### config.mk
export PLATFORM = sky130hd
export DESIGN_NAME = pipe_hazard_unit_flat
export DESIGN_NICKNAME = d
export VERILOG_FILES = /design/src/rtl/pipe_hazard_unit_if.sv /design/src/rtl/pipe_hazard_unit.sv /design/src/flat_wrapper.sv
export SDC_FILE = /design/constraint.sdc
export NUM_CORES = 1
export LEC_CHECK = 0
export ABC_AREA = 1
export BUFFER_PORTS_ARGS = -buffer_cell sky130_fd_sc_hd__buf_2
export CAP_MARGIN = 10
export CORE_MARGIN = 2
export CORE_UTILIZATION = 38
export CTS_CLUSTER_DIAMETER = 200
export DETAILED_ROUTE_END_ITERATION = 8
export SYNTH_ARGS = -nofsm -noshare
export SYNTH_HDL_FRONTEND = slang
export SYNTH_SLANG_ARGS = --single-unit
### constraint.sdc
create_clock -name clk -period 2.9 [get_ports clk]
set_input_delay 0 -clock clk [delete_from_list [all_inputs] [get_ports clk]]
set_output_delay 0 -clock clk [all_outputs]
set_load 0.03 [all_outputs]
### src/rtl/pipe_hazard_unit_if.sv
// Decode-side hazard/forwarding bundle: decode drives the ID instruction (master),
// the hazard unit returns stall, operand selects and status (slave).
interface pipe_hazard_unit_if #(
  parameter int REG_BITS = 5,
  parameter int STAGES   = 3
);
  localparam int SW = $clog2(STAGES + 1);

  logic                id_valid;
  logic [REG_BITS-1:0] id_a_reg;
  logic                id_a_used;
  logic [REG_BITS-1:0] id_b_reg;
  logic                id_b_used;
  logic                id_wb_en;
  logic [REG_BITS-1:0] id_wb_reg;
  logic                id_is_load;
  logic                id_is_mul;
  logic                flush;
  logic                stall;
  logic [SW-1:0]       fwd_a_sel;
  logic [SW-1:0]       fwd_b_sel;
  logic [2:0]          inflight;
  logic [31:0]         stall_cnt;

  modport master (
    output id_valid, id_a_reg, id_a_used, id_b_reg, id_b_used,
           id_wb_en, id_wb_reg, id_is_load, id_is_mul, flush,
    input  stall, fwd_a_sel, fwd_b_sel, inflight, stall_cnt
  );

  modport slave (
    input  id_valid, id_a_reg, id_a_used, id_b_reg, id_b_used,
           id_wb_en, id_wb_reg, id_is_load, id_is_mul, flush,
    output stall, fwd_a_sel, fwd_b_sel, inflight, stall_cnt
  );
endinterface

### src/rtl/pipe_hazard_unit.sv
// Scoreboard RAW hazard detector and forwarding-select generator for the decode stage.
// Entry k describes the instruction in stage k (1=EX .. STAGES=WB).
module pipe_hazard_unit #(
  parameter int REG_BITS = 5,
  parameter int STAGES   = 3,
  parameter int MUL_LAT  = 2,
  parameter bit FWD_EN   = 1'b1
) (
  input  logic               clk,
  input  logic               rst_n,
  pipe_hazard_unit_if.slave  hz
);
  localparam int SW = $clog2(STAGES + 1);
  localparam int RW = 3;
  localparam logic [RW-1:0] RDY_ALU  = RW'(2);
  localparam logic [RW-1:0] RDY_LOAD = RW'(3);
  localparam logic [RW-1:0] RDY_MUL  = RW'(1 + MUL_LAT);

  logic [STAGES:1]               valid_q, valid_d;
  logic [STAGES:1]               wb_en_q, wb_en_d;
  logic [STAGES:1][REG_BITS-1:0] reg_q, reg_d;
  logic [STAGES:1][RW-1:0]       rdy_q, rdy_d;
  logic [2:0]                    inflight_q, inflight_d;
  logic [31:0]                   stall_cnt_q, stall_cnt_d;

  logic [1:0][REG_BITS-1:0] src_reg;
  logic [1:0]               src_used;
  logic [1:0]               hazard;
  logic [1:0][SW-1:0]       sel_raw;
  logic                     stall;
  logic                     issue;

  assign src_reg  = {hz.id_b_reg, hz.id_a_reg};
  assign src_used = {hz.id_b_used, hz.id_a_used};

  for (genvar gi = 0; gi < 2; gi++) begin : g_op
    logic          haz;
    logic          found;
    logic [SW-1:0] sel;

    // Ascending scan with a found flag picks the youngest matching producer.
    always_comb begin
      haz   = 1'b0;
      sel   = '0;
      found = 1'b0;
      if (hz.id_valid && src_used[gi] && (src_reg[gi] != '0)) begin
        for (int k = 1; k <= STAGES; k++) begin
          if (!found && valid_q[k] && wb_en_q[k] && (reg_q[k] == src_reg[gi])) begin
            found = 1'b1;
            if (k < STAGES) begin
              if (FWD_EN && ((k + 1) >= int'(rdy_q[k]))) begin
                sel = SW'(k + 1);
              end else begin
                haz = 1'b1;
              end
            end
          end
        end
      end
    end

    assign hazard[gi]  = haz;
    assign sel_raw[gi] = sel;
  end

  assign stall = (|hazard) && !hz.flush;
  assign issue = hz.id_valid && !stall && !hz.flush;

  assign hz.stall     = stall;
  assign hz.fwd_a_sel = stall ? '0 : sel_raw[0];
  assign hz.fwd_b_sel = stall ? '0 : sel_raw[1];
  assign hz.inflight  = inflight_q;
  assign hz.stall_cnt = stall_cnt_q;

  always_comb begin
    valid_d[1] = issue;
    wb_en_d[1] = hz.id_wb_en;
    reg_d[1]   = hz.id_wb_reg;
    if (hz.id_is_load) begin
      rdy_d[1] = RDY_LOAD;
    end else if (hz.id_is_mul) begin
      rdy_d[1] = RDY_MUL;
    end else begin
      rdy_d[1] = RDY_ALU;
    end
  end

  for (genvar gi = 2; gi <= STAGES; gi++) begin : g_shift
    assign valid_d[gi] = valid_q[gi-1];
    assign wb_en_d[gi] = wb_en_q[gi-1];
    assign reg_d[gi]   = reg_q[gi-1];
    assign rdy_d[gi]   = rdy_q[gi-1];
  end

  always_comb begin
    inflight_d = '0;
    for (int k = 1; k <= STAGES; k++) begin
      inflight_d = inflight_d + 3'(valid_d[k]);
    end
  end

  assign stall_cnt_d = (stall && (stall_cnt_q != 32'hFFFF_FFFF)) ? stall_cnt_q + 32'd1
                                                                 : stall_cnt_q;

  always_ff @(posedge clk or negedge rst_n) begin
    if (!rst_n) begin
      valid_q     <= '0;
      wb_en_q     <= '0;
      reg_q       <= '0;
      rdy_q       <= '0;
      inflight_q  <= '0;
      stall_cnt_q <= '0;
    end else begin
      valid_q     <= valid_d;
      wb_en_q     <= wb_en_d;
      reg_q       <= reg_d;
      rdy_q       <= rdy_d;
      inflight_q  <= inflight_d;
      stall_cnt_q <= stall_cnt_d;
    end
  end
endmodule

### src/flat_wrapper.sv
// flat-port wrapper written by rule: the top's interface ports become plain ports
module pipe_hazard_unit_flat 
#(
  parameter int REG_BITS = 5,
  parameter int STAGES   = 3,
  parameter int MUL_LAT  = 2,
  parameter bit FWD_EN   = 1'b1
)
  (clk, rst_n, hz_id_valid, hz_id_a_reg, hz_id_a_used, hz_id_b_reg, hz_id_b_used, hz_id_wb_en, hz_id_wb_reg, hz_id_is_load, hz_id_is_mul, hz_flush, hz_stall, hz_fwd_a_sel, hz_fwd_b_sel, hz_inflight, hz_stall_cnt);
  pipe_hazard_unit_if #(.REG_BITS(REG_BITS), .STAGES(STAGES)) hz_i ();
  input  logic clk;
  input  logic rst_n;
  input wire logic [$bits(hz_i.id_valid)-1:0] hz_id_valid;
  input wire logic [$bits(hz_i.id_a_reg)-1:0] hz_id_a_reg;
  input wire logic [$bits(hz_i.id_a_used)-1:0] hz_id_a_used;
  input wire logic [$bits(hz_i.id_b_reg)-1:0] hz_id_b_reg;
  input wire logic [$bits(hz_i.id_b_used)-1:0] hz_id_b_used;
  input wire logic [$bits(hz_i.id_wb_en)-1:0] hz_id_wb_en;
  input wire logic [$bits(hz_i.id_wb_reg)-1:0] hz_id_wb_reg;
  input wire logic [$bits(hz_i.id_is_load)-1:0] hz_id_is_load;
  input wire logic [$bits(hz_i.id_is_mul)-1:0] hz_id_is_mul;
  input wire logic [$bits(hz_i.flush)-1:0] hz_flush;
  output wire logic [$bits(hz_i.stall)-1:0] hz_stall;
  output wire logic [$bits(hz_i.fwd_a_sel)-1:0] hz_fwd_a_sel;
  output wire logic [$bits(hz_i.fwd_b_sel)-1:0] hz_fwd_b_sel;
  output wire logic [$bits(hz_i.inflight)-1:0] hz_inflight;
  output wire logic [$bits(hz_i.stall_cnt)-1:0] hz_stall_cnt;
  assign hz_i.id_valid = hz_id_valid;
  assign hz_i.id_a_reg = hz_id_a_reg;
  assign hz_i.id_a_used = hz_id_a_used;
  assign hz_i.id_b_reg = hz_id_b_reg;
  assign hz_i.id_b_used = hz_id_b_used;
  assign hz_i.id_wb_en = hz_id_wb_en;
  assign hz_i.id_wb_reg = hz_id_wb_reg;
  assign hz_i.id_is_load = hz_id_is_load;
  assign hz_i.id_is_mul = hz_id_is_mul;
  assign hz_i.flush = hz_flush;
  assign hz_stall = hz_i.stall;
  assign hz_fwd_a_sel = hz_i.fwd_a_sel;
  assign hz_fwd_b_sel = hz_i.fwd_b_sel;
  assign hz_inflight = hz_i.inflight;
  assign hz_stall_cnt = hz_i.stall_cnt;
  pipe_hazard_unit #(.REG_BITS(REG_BITS), .STAGES(STAGES), .MUL_LAT(MUL_LAT), .FWD_EN(FWD_EN)) u_core (.clk(clk), .rst_n(rst_n), .hz(hz_i));
endmodule
# [Word-level counts from Yosys, hierarchy flattened]
# Index checks and enable logic that the tools add are counted.
[classes] add_sub_neg=3 magnitude_cmp=2 n_eq_ne=5 n_mux=26 reduce_logical=24
[op_table] op="$add 32x1->32 const B" count=1
[op_table] op="$ne 32x32->1 const B" count=1
[op_table] op="$mux 2" count=11
[op_table] op="$eq 5x5->1" count=4
[op_table] op="$logic_and 1x1->1" count=17
[op_table] op="$mux 1" count=14
[op_table] op="$reduce_bool 5->1" count=2
[op_table] op="$ge 2x3->1 const A" count=2
[op_table] op="$logic_not 1->1" count=4
[op_table] op="$add 2x1->3" count=1
[op_table] op="$mux 3" count=1
[op_table] op="$add 1x1->2" count=1
[op_table] op="$reduce_or 2->1" count=1
[word_totals] register_bits=55 inputBits=24 out_inout_bits=40 word_cells=68

# [Depth between registers and ports, before layout]
[logic_depth] depth_word=17 ltp_mapped=12 ltp_nobuf=12

# [Least setup slack after synthesis]
# No wires, ideal clock.
[synth_timing] kind="reg2reg" startpoint="reg u_core.stall_cnt_q[1], in the netlist u_core.hz.stall_cnt[1]" endpoint="reg u_core.stall_cnt_q[25], in the netlist u_core.hz.stall_cnt[25]" setup_ns=0.121 t_arrival_ns=1.727 required_ns=2.779 path_slack_ns=1.052 path_stages_with_launch=12 n_path_buf=1 period_less_slack_ns=1.848 cell_sequence="dfrtp_1 > ha_1 > nand2_2 > nor2_4 > nand2_4 > nor2_4 > nand3_4 > buf_6 > nand3_1 > inv_2 > nand3_1 > nand2_1"
[synth_between] elab_chain_len=2 word_cells_on_any_way=3 classes_between="add/sub (1); eq/ne (1); reduce/logical (1)"
[synth_rtl] element="start: declaration" line="pipe_hazard_unit.sv:24" source="logic [31:0] stall_cnt_q, stall_cnt_d;"
[synth_rtl] element="start signal: assignment" line="pipe_hazard_unit.sv:119" source="stall_cnt_q <= stall_cnt_d;"
[synth_rtl] element="branches (longest 2 deep; another with $add 32x1->32)"
# Several ways; the timed one is not identified.
# A chain may end at the register's enable or synchronous reset.

# [Worst setup path in the final report]
[layout_timing] startpoint="reg u_core.reg_q, in the netlist u_core.reg_d[9]" endpoint="reg u_core.valid_q[1] in the netlist's numbering"
[layout_between] elab_chain_len=15 word_cells_on_any_way=29 classes_between="eq/ne (2); mux (12); reduce/logical (15)"
[layout_rtl] element="start: declaration" line="pipe_hazard_unit.sv:21" source="logic [STAGES:1][REG_BITS-1:0] reg_q, reg_d;"
[layout_rtl] element="start signal: assignment" line="pipe_hazard_unit.sv:116" source="reg_q <= reg_d;"
[layout_rtl] element="$eq 5x5->1" line="pipe_hazard_unit.sv:48" source="if (!found && valid_q[k] && wb_en_q[k] && (reg_q[k] == src_reg[gi])) begin"
[layout_rtl] element="$logic_and 1x1->1" line="pipe_hazard_unit.sv:48"
[layout_rtl] element="$mux 1" line="pipe_hazard_unit.sv:48"
[layout_rtl] element="$mux 1" line="pipe_hazard_unit.sv:46" source="if (hz.id_valid && src_used[gi] && (src_reg[gi] != '0)) begin"
[layout_rtl] element="$logic_not 1->1" line="pipe_hazard_unit.sv:48"
[layout_rtl] element="$logic_and 1x1->1 (3 in a row)" line="pipe_hazard_unit.sv:48"
[layout_rtl] element="$mux 1" line="pipe_hazard_unit.sv:48"
[layout_rtl] element="$mux 1" line="pipe_hazard_unit.sv:46"
[layout_rtl] element="$reduce_or 2->1 (*)" line="pipe_hazard_unit.sv:66" source="assign stall = (|hazard) && !hz.flush;"
[layout_rtl] element="$logic_and 1x1->1 (*)" line="pipe_hazard_unit.sv:66"
[layout_rtl] element="$logic_not 1->1 (*)" line="pipe_hazard_unit.sv:67" source="assign issue = hz.id_valid && !stall && !hz.flush;"
[layout_rtl] element="$logic_and 1x1->1 (*) (2 in a row)" line="pipe_hazard_unit.sv:67"
[layout_rtl] element="via u_core.issue" line="pipe_hazard_unit.sv:31" source="logic issue;"
[layout_rtl] element="end signal: assignment" line="pipe_hazard_unit.sv:114" source="valid_q <= valid_d;"
[layout_rtl] element="end: declaration" line="pipe_hazard_unit.sv:19" source="logic [STAGES:1] valid_q, valid_d;"
# The timed path passes the listed nets; every way through them passes the cells marked *. The select of a mux whose other input is x is not followed.

==> summary.txt <==
Critical path
  – Worst path cell trace: inv_1 -> nand2_1 -> nand2_1 -> nand2_1 -> nor2_1 -> nand3_2 -> nand2_2 -> nand2_2 -> nand2_1 -> nor2_1 -> dlygate4sd3_1
  – Worst path bufs/invs: 2
  – Crit path max-delay cell type: dlygate4sd3_1
  – FF-to-FF Start: u_core.reg_d[9]
  – CP peak stage delay: 570 ps
  – Crit path max fanout: 9
  – Crit path max-delay family: simple AND/OR/NAND/NOR gates
  – Crit path capture: u_core.valid_q[1]
  – Req. time, crit path: 3080 ps
  – Worst r2r dst: u_core.valid_q[1]
  – Reg-to-reg setup timing slack: 800 ps
  – CP Capture Type: flip-flop
  – Crit path launch: u_core.reg_d[9]
  – FF-to-FF path depth: 11
  – CP Depth: 11
  – Cell mode on critical path: nand2_1
  – CP arrival: 2280 ps
  – Worst Setup Start Kind: flip-flop
  – CP Class: flip-flop to flip-flop

Place
  – Dpl hpwl: 6160 um
  – IO buf count: 62
  – Placer congestion estimate: 0.922
  – Dpl cells: 629

Final layout
  – Share of layout cells above drive strength 1: 23.2%
  – Commonest non-fill, non-tap cell in the layout: nand2_1
  – Nets: 568
  – Layout Cells excl Fill: 648
  – # fillers: 865
  – Ant diodes: 0
  – Most frequent cells in the layout: 124 x nand2_1, 72 x inv_1, 70 x nand3_1, 62 x buf_2, 50 x dfrtp_1
  – Area growth syn-to-layout: 19.1%
  – Fin util: 46.8%

Synthesis
  – Register area share after synthesis: 38.6%
  – Ys Warns: 0
  – Mean Syn Cell Area: 6.93 um^2
  – Post-synthesis cell count: 468
  – Cell Area, Synth: 3240 um^2
  – Netlist cell types: 32
  – #FFs+latches synth: 50
  – Post-synthesis net count: 494

Global route
  – Aggregate global-route resource usage: 19.0%
  – Congestion Overflow GR: 0
  – Largest net degree at the start of global routing: 34
  – Initial antenna violation count: 0
  – Vias in the first global route: 2,875
  – First-pass GRT wire length: 13,900 um

Die
  – Core Region: 8260 um^2
  – Die Area: 9290 um^2
  – Chip height: 96.4 um
  – # IOs: 64
  – Die Wd: 96.4 um
  – Initial Util: 39.3%
  – Standard-cell rows: 33

Route
  – # DRC: 0
  – Post-DR wirelength/cell: 12.6 um
  – DRT Wirelength: 8140 um
  – Routed via count: 3,127
  – Via density: 4.83
  – DRT antenna net count: 0
  – Starting DRT DRC Count: 221
  – Pre-antenna DRT Iters: 5

Timing
  – RSZ-0062 raised after global routing: no
  – Setup-failing EPs final: 0
  – Max-slew violation count: 0
  – Tightest Pin Transition: 751 ps
  – Post-route setup TNS: 0 ps
  – Fin crit period: 2100 ps
  – Clk_skew: 14.8 ps
  – Relative slew slack: 50.0%
  – FMAX: 477 MHz
  – Final hold violation count: 0
  – Tcrit/Tclk final: 72.3%
  – WHS: 261 ps

Run status
  – Status: complete, no violations

CTS
  – Max Root-Sink Buffers: 2
  – Clock slew at reported path FFs: 100 ps
  – PostCTS Resize Cnt: 0
  – Clock root buffer master: clkbuf_8
  – Total CTS buffers: 5
  – CTS tree: built
  – H-tree Lvls: 2
  – Clock sinks: 50
  – Clk_lat worst skew: 310 ps

Power and ir drop
  – Total power draw: 0.00135 W
  – PD cells: 349 nW/um^2
  – Max IR drop VDD: 0.000176 V
  – Leakage: 2.05 nW

Worst hold path
  – HP Class: input port to flip-flop

Flow run
  – Total of max-cap violations: 0
-- registers in the layout, summed over array words and instances (netlist names) --
name                 flops
u_core.hz.inflight       2
u_core.hz.stall_cnt     32
u_core.rdy_d             2
u_core.reg_d            10
u_core.valid_q           2
u_core.wb_en_q           2
-- synthesized netlist by cell type, drive strengths merged --
master / n / area, um^2
nand2: 138 / 558
inv: 93 / 349
nand3: 76 / 418
nor2: 51 / 229
dfrtp: 50 / 1250
xor2: 9 / 78.8
buf: 8 / 67.6
nand4: 8 / 50.1
o21bai: 7 / 52.6
o21ai: 6 / 30.0
a21oi: 4 / 31.3
nor3: 3 / 15.0
clkbuf: 2 / 7.51
clkinv: 2 / 7.51
conb: 2 / 7.51
nand3b: 2 / 18.8
or2: 2 / 12.5
xnor2: 2 / 17.5
fa: 1 / 20.0
ha: 1 / 12.5
o21a: 1 / 7.51
-- timing repair --
action                                 4_1_cts  5_1_grt
setup endpoints to repair                    0        0
endpoints found under the hold margin       40        0
hold buffers                                11        0
buffers inserted                             0        0
-- cell families after synthesis --
group | Yosys count | synth area share, %
AO/OA/AOI/OAI | 18 | 3.74
XOR/XNOR | 11 | 2.97
adder cells (fa/ha/maj) | 2 | 1.00
buffers and inverters | 105 | 13.3
flip-flops | 50 | 38.6
other | 2 | 0.232
AND/OR/NAND/NOR | 280 | 40.1
-- worst min path at each step --
stage / endpoint / startpoint / cells after the start / slack (ps)
3_3_place_gp: u_core.reg_d[6] / hz_id_wb_reg[1] / 1 / 110
6_report: u_core.hz.inflight[0] / hz_id_valid / 4 / 260
3_5_place_dp: u_core.reg_d[6] / hz_id_wb_reg[1] / 1 / 110
2_1_floorplan: u_core.hz.inflight[0] / rst_n / 0 / -300
4_1_cts: u_core.hz.inflight[0] / hz_id_valid / 4 / 280
5_1_grt: u_core.hz.inflight[0] / hz_id_valid / 4 / 300
-- routing by layer --
layer,wire (um),part of all wire [%],track usage (%),vias up
met2,3760,46,30.8,85
met4,97,1.2,3.87,0
met1,3770,46,27.1,1455
met3,510,6.3,2.66,11
li1,-,-,-,1576
met5,0,0,0,-
-- power breakdown --
| group | internal [W] | switching [W] | leakage [nW] | total (W) |
|---|---|---|---|---|
| clock | 0.000258 | 0.000250 | 0.0514 | 0.000508 |
| sequential | 0.000711 | 0.0000108 | 0.623 | 0.000722 |
| combinational | 0.0000439 | 0.0000718 | 1.37 | 0.000116 |
| total | 0.00101 | 0.000333 | 2.05 | 0.00135 |
-- per-stage QoR --
stage          worst slack, ps  area [um^2]
5_1_grt                    653         3860
6_report                   804         3860
3_3_place_gp               911         3640
2_1_floorplan             1050         3240
4_1_cts                    740         3860
3_5_place_dp               827         3640
-- worst min-delay path, stage by stage --
cell and delay, ps:
buf_2 110, nand2_1 50, nor2_1 170, fa_1 200
-- layout make-up --
type / instances / area [um^2] / share of cell area, %
Inverter: 95 / 357 / 9.24
Sequential cell: 50 / 1250 / 32.4
Tap cell: 105 / 131 / 3.40
Timing Repair Buffer: 77 / 450 / 11.7
Multi-Input combinational cell: 313 / 1560 / 40.4
Clock buffer: 6 / 72.6 / 1.88
Clock inverter: 2 / 37.5 / 0.972
No activity file was read; power rests on OpenSTA's default activity.
